`config.mk`:
```
export PLATFORM = sky130hd
export DESIGN_NAME = vc_vr_fifo_ctrl
export DESIGN_NICKNAME = d
export VERILOG_FILES = /design/src/rtl/vc_vr_fifo_ctrl.sv
export SDC_FILE = /design/constraint.sdc
export NUM_CORES = 1
export LEC_CHECK = 0
export BUFFER_PORTS_ARGS = -buffer_cell sky130_fd_sc_hd__buf_4
export CORE_MARGIN = 2
export CORE_UTILIZATION = 44
export CTS_CLUSTER_DIAMETER = 30
export DETAILED_ROUTE_END_ITERATION = 16
export PLACE_DENSITY = 0.78
export SLEW_MARGIN = 20
export SYNTH_ARGS = -nofsm -noshare
export SYNTH_HDL_FRONTEND = slang
export SYNTH_SLANG_ARGS = --single-unit
```
`constraint.sdc`:
```
create_clock -name clk_i -period 3.2 [get_ports clk_i]
set_clock_uncertainty 0.05 [all_clocks]
set_input_delay 0.32 -clock clk_i [delete_from_list [all_inputs] [get_ports clk_i]]
set_output_delay 0.32 -clock clk_i [all_outputs]
set_load 0.1 [all_outputs]
```
`src/rtl/vc_vr_fifo_ctrl.sv`:
```
// Flow controller that bridges a valid/credit upstream to a valid/ready downstream
// around an external asynchronous-read fifo. It owns credit return, occupancy, drain-flush and overflow.
module vc_vr_fifo_ctrl #(
  parameter int unsigned WIDTH = 8,
  parameter int unsigned DEPTH = 10,
  parameter int unsigned CNT_W = $clog2(DEPTH + 1)
) (
  input  logic             clk_i,
  input  logic             rst_i,
  input  logic             up_valid_i,
  input  logic [WIDTH-1:0] up_data_i,
  output logic             up_credit_o,
  output logic             down_valid_o,
  output logic [WIDTH-1:0] down_data_o,
  input  logic             down_ready_i,
  output logic             fifo_push_o,
  output logic [WIDTH-1:0] fifo_data_o,
  output logic             fifo_pop_o,
  input  logic [WIDTH-1:0] fifo_data_i,
  input  logic             fifo_empty_i,
  input  logic             fifo_full_i,
  input  logic             flush_i,
  output logic [CNT_W-1:0] occupancy_o,
  output logic             overflow_o
);

  typedef enum logic [1:0] {RUN, FLUSH, ERROR} state_t;

  state_t           state;
  logic [CNT_W-1:0] owed;
  logic             ovf_trig;
  logic             issue;

  assign fifo_data_o = up_data_i;
  assign down_data_o = fifo_data_i;

  always_comb begin
    fifo_push_o  = up_valid_i & ~fifo_full_i & (state != ERROR);
    ovf_trig     = up_valid_i & fifo_full_i & (state != ERROR);
    down_valid_o = 1'b0;
    fifo_pop_o   = 1'b0;
    case (state)
      RUN: begin
        down_valid_o = ~fifo_empty_i;
        fifo_pop_o   = ~fifo_empty_i & down_ready_i;
      end
      FLUSH:   fifo_pop_o = ~fifo_empty_i;
      default: ;
    endcase
    // A pop with nothing owed is returned straight away so the credit appears the next cycle.
    issue = (state != ERROR) & ~ovf_trig & ((owed != '0) | fifo_pop_o);
  end

  always_ff @(posedge clk_i) begin
    if (rst_i) begin
      state       <= RUN;
      owed        <= CNT_W'(DEPTH);
      up_credit_o <= 1'b0;
      occupancy_o <= '0;
      overflow_o  <= 1'b0;
    end else begin
      up_credit_o <= issue;

      if (fifo_pop_o && !issue)
        owed <= owed + CNT_W'(1);
      else if (!fifo_pop_o && issue)
        owed <= owed - CNT_W'(1);

      if (fifo_push_o && !fifo_pop_o)
        occupancy_o <= occupancy_o + CNT_W'(1);
      else if (!fifo_push_o && fifo_pop_o)
        occupancy_o <= occupancy_o - CNT_W'(1);

      if (ovf_trig)
        overflow_o <= 1'b1;

      case (state)
        RUN: begin
          if (ovf_trig)     state <= ERROR;
          else if (flush_i) state <= FLUSH;
        end
        FLUSH: begin
          if (ovf_trig)                       state <= ERROR;
          else if (fifo_empty_i && !flush_i)  state <= RUN;
        end
        default: state <= ERROR;
      endcase
    end
  end

endmodule
```
==> results.sh <==
export IMPL_rsz0062_at_grt="no"
export IMPL_via_per_inst=5.339
export IMPL_final_util_pct=49.28
export IMPL_power_density_nw_per_um2=637.5
export IMPL_cts_buffer_depth=2
export IMPL_cts_tree="done"
export IMPL_final_cell_mix="buf_4, nor2_1, dfxtp_1"
export IMPL_hold_path_end="owed[2]"
export IMPL_start_util_pct=46.03
export IMPL_r2r_setup_slack_ps=710
export IMPL_grt_pass1_vias=614
export IMPL_synth_edf_count=0
export IMPL_fmax_mhz=402.1
export IMPL_wl_per_cell_um=12.61
export IMPL_drive_above_1_share_pct=31.96
export IMPL_met3_usage_pct=3.067
export IMPL_use_met1_pct=15.47
export IMPL_first_pass_iters=4
export IMPL_worst_slack_ps=713.2
export IMPL_start_kind="flip-flop"
export IMPL_drt_total_wl_um=1564
export IMPL_postSynth_asyncResetShare_pct=0
export IMPL_syn_cell_area_um2=884.6
export IMPL_via_count=662
export IMPL_cp_end_kind="flip-flop"
export IMPL_drv_cap=0
export IMPL_routabilityCongestion=0.8221
export IMPL_synthFlopType="dfxtp_1"
export IMPL_p_sw_share_pct=44.75
export IMPL_avgSynthCellArea_um2=9.120
export IMPL_core_area_um2=1922
export IMPL_worstHoldStart="rst_i"
export IMPL_r2r_cells=8
export IMPL_crit_arrival_ps=2610
export IMPL_die_area_um2=2385
export IMPL_status="finished, final reports clean"
export IMPL_busiest_layer="met2"
export IMPL_yosysUniqueCellTypes=34
export IMPL_n_antenna_cell=0
export IMPL_timing_hold_ws_ps=277.8
export IMPL_leakagePower_nw=0.3932
export IMPL_grt_max_degree=18
export IMPL_htree_levels=1
export IMPL_report_final_setup_viol=0
export IMPL_overflow=0
export IMPL_cts_setup_buffers=0
export IMPL_fin_nets=128
export IMPL_worstPathMaxFanout=7
export IMPL_ios=48
export IMPL_die_h_um=48.84
export IMPL_p_comb_share_pct=45.2
export IMPL_synthTopCellsByArea="dfxtp_1, buf_4, ha_1"
export IMPL_final_setup_tns_ps=0
export IMPL_num_rows=16
export IMPL_met2_usage_pct=24.43
export IMPL_intPower_uw=333.6
export IMPL_grt_usage_pct=14.35
export IMPL_final_common_cell="buf_4"
export IMPL_seq_area_frac_synth_pct=27.16
export IMPL_cts_repair_resized=0
export IMPL_clock_root_buffer="clkbuf_4"
export IMPL_clk_pin_slew_worst_paths_ps=90
export IMPL_die_x_um=48.84
export IMPL_clock_latency_ps=280
export IMPL_slew_viol_final=0
export IMPL_worstReg2RegStart="state[0]"
export IMPL_grt_pass1_wl_um=2670
export IMPL_drc=0
export IMPL_dp_slack_ps=713.2
export IMPL_cp_required_ps=3330
export IMPL_ant_nets=0
export IMPL_crit_type="flip-flop to flip-flop"
export IMPL_period_minus_slack_ps=2487
export IMPL_switchingPower_uw=270.2
export IMPL_syn_nets=127
export IMPL_ir_drop_mv=0.2328
export IMPL_synth_top_area_share_pct=27.16
export IMPL_hpwl_um=1207
export IMPL_cts_sinks=12
export IMPL_yosysWarnings=0
export IMPL_worst_hold_path_type="input pin to flip-flop"
export IMPL_cts_hold_fix_buffers=0
export IMPL_worstHoldPathCells=2
export IMPL_drtIter0Drc=6
export IMPL_syn2layout_area_growth_pct=7.072
export IMPL_portBuffers=15
export IMPL_p_seq_share_pct=33.5
export IMPL_ys_ff_latch=12
export IMPL_hold_viol_final=0
export IMPL_reg2reg_to="owed[3]"
export IMPL_synth_top_cell_by_area="dfxtp_1"
export IMPL_p_total_uw=603.8
export IMPL_period_share_pct=77.71
export IMPL_cts_inserted_buffers=3
export IMPL_clock_power_share_pct=21.3
export IMPL_tightest_slew_ps=460.9
export IMPL_slew_headroom_pct=68.48
export IMPL_syn_inst=97
export IMPL_antenna_found_initial=0
cell families (layout without fill, tap and decap cells):
group	Yosys count	in the layout	synth area share [%]
compound gates	18	18	16.69
xor+xnor	3	3	2.971
fa+ha+maj	7	7	11.60
buf+inv	24	24	16.97
flops	12	12	27.16
mux	3	3	4.101
simple gates	30	30	20.51
power groups by stage:
stage               registers (mW)  logic, mW  clock network [mW]
floorplan                    0.288      0.231                   0
global placement             0.203      0.267                   0
detailed placement           0.206      0.274                   0
CTS                          0.202      0.275               0.130
global route                 0.206      0.294               0.137
finish                       0.202      0.273               0.129
state kept, by name, indices dropped and copies added (netlist names):
signal / count
occupancy_o: 4
overflow_o: 1
owed: 4
state: 2
up_credit_o: 1
final cells by class:
class                   count  area [um2]
clock buffers               4       36.28
fillers                   202       974.7
inverters                   5       18.77
multi-input cells          61       505.5
flip-flops and latches     12       240.2
well taps                  27       33.78
repair buffers             15       112.6
cells in the mapped netlist, drive strengths merged, types with 3 or more instances:
library cell / instances
clkbuf: 3
ha: 5
dfxtp: 12
nor3: 3
inv: 5
o21ai: 3
a2111oi: 4
nor4: 5
nor2: 12
buf: 16
a21oi: 5
worst max path at each step:
stage	cells past startpoint	slack, ps	endpoint	startpoint
after CTS	8	720	owed[3]	state[0]
final	8	710	owed[3]	state[0]
after global routing	8	530	owed[3]	state[0]
after detailed placement	8	710	owed[3]	fifo_empty_i
after floorplan	9	150	occupancy_o[3]	state[0]
after global placement	8	820	owed[3]	fifo_empty_i
worst max-delay path, cell delays in order (launching register included):
cell and delay (ps):
dfxtp_1 400, nor2_1 100, nor4_4 360, inv_1 190, ha_1 310, a21o_1 200
a2111oi_0 490, mux2_4 250, nor3_2 40
through the flow:
| stage | cell area, um2 | instances |
|---|---|---|
| after floorplan | 895.9 | 97 |
| after global placement | 910.9 | 120 |
| after detailed placement | 910.9 | 120 |
| after CTS | 947.2 | 124 |
| after global routing | 947.2 | 124 |
| final | 947.2 | 124 |
per-layer routing:
layer  vias to the layer above  wire, um
li1                        328         -
met1                       306       656
met2                        22       758
met3                         6       106
met4                         0        43
met5                         -         0
(Power assumes the default switching activity.)
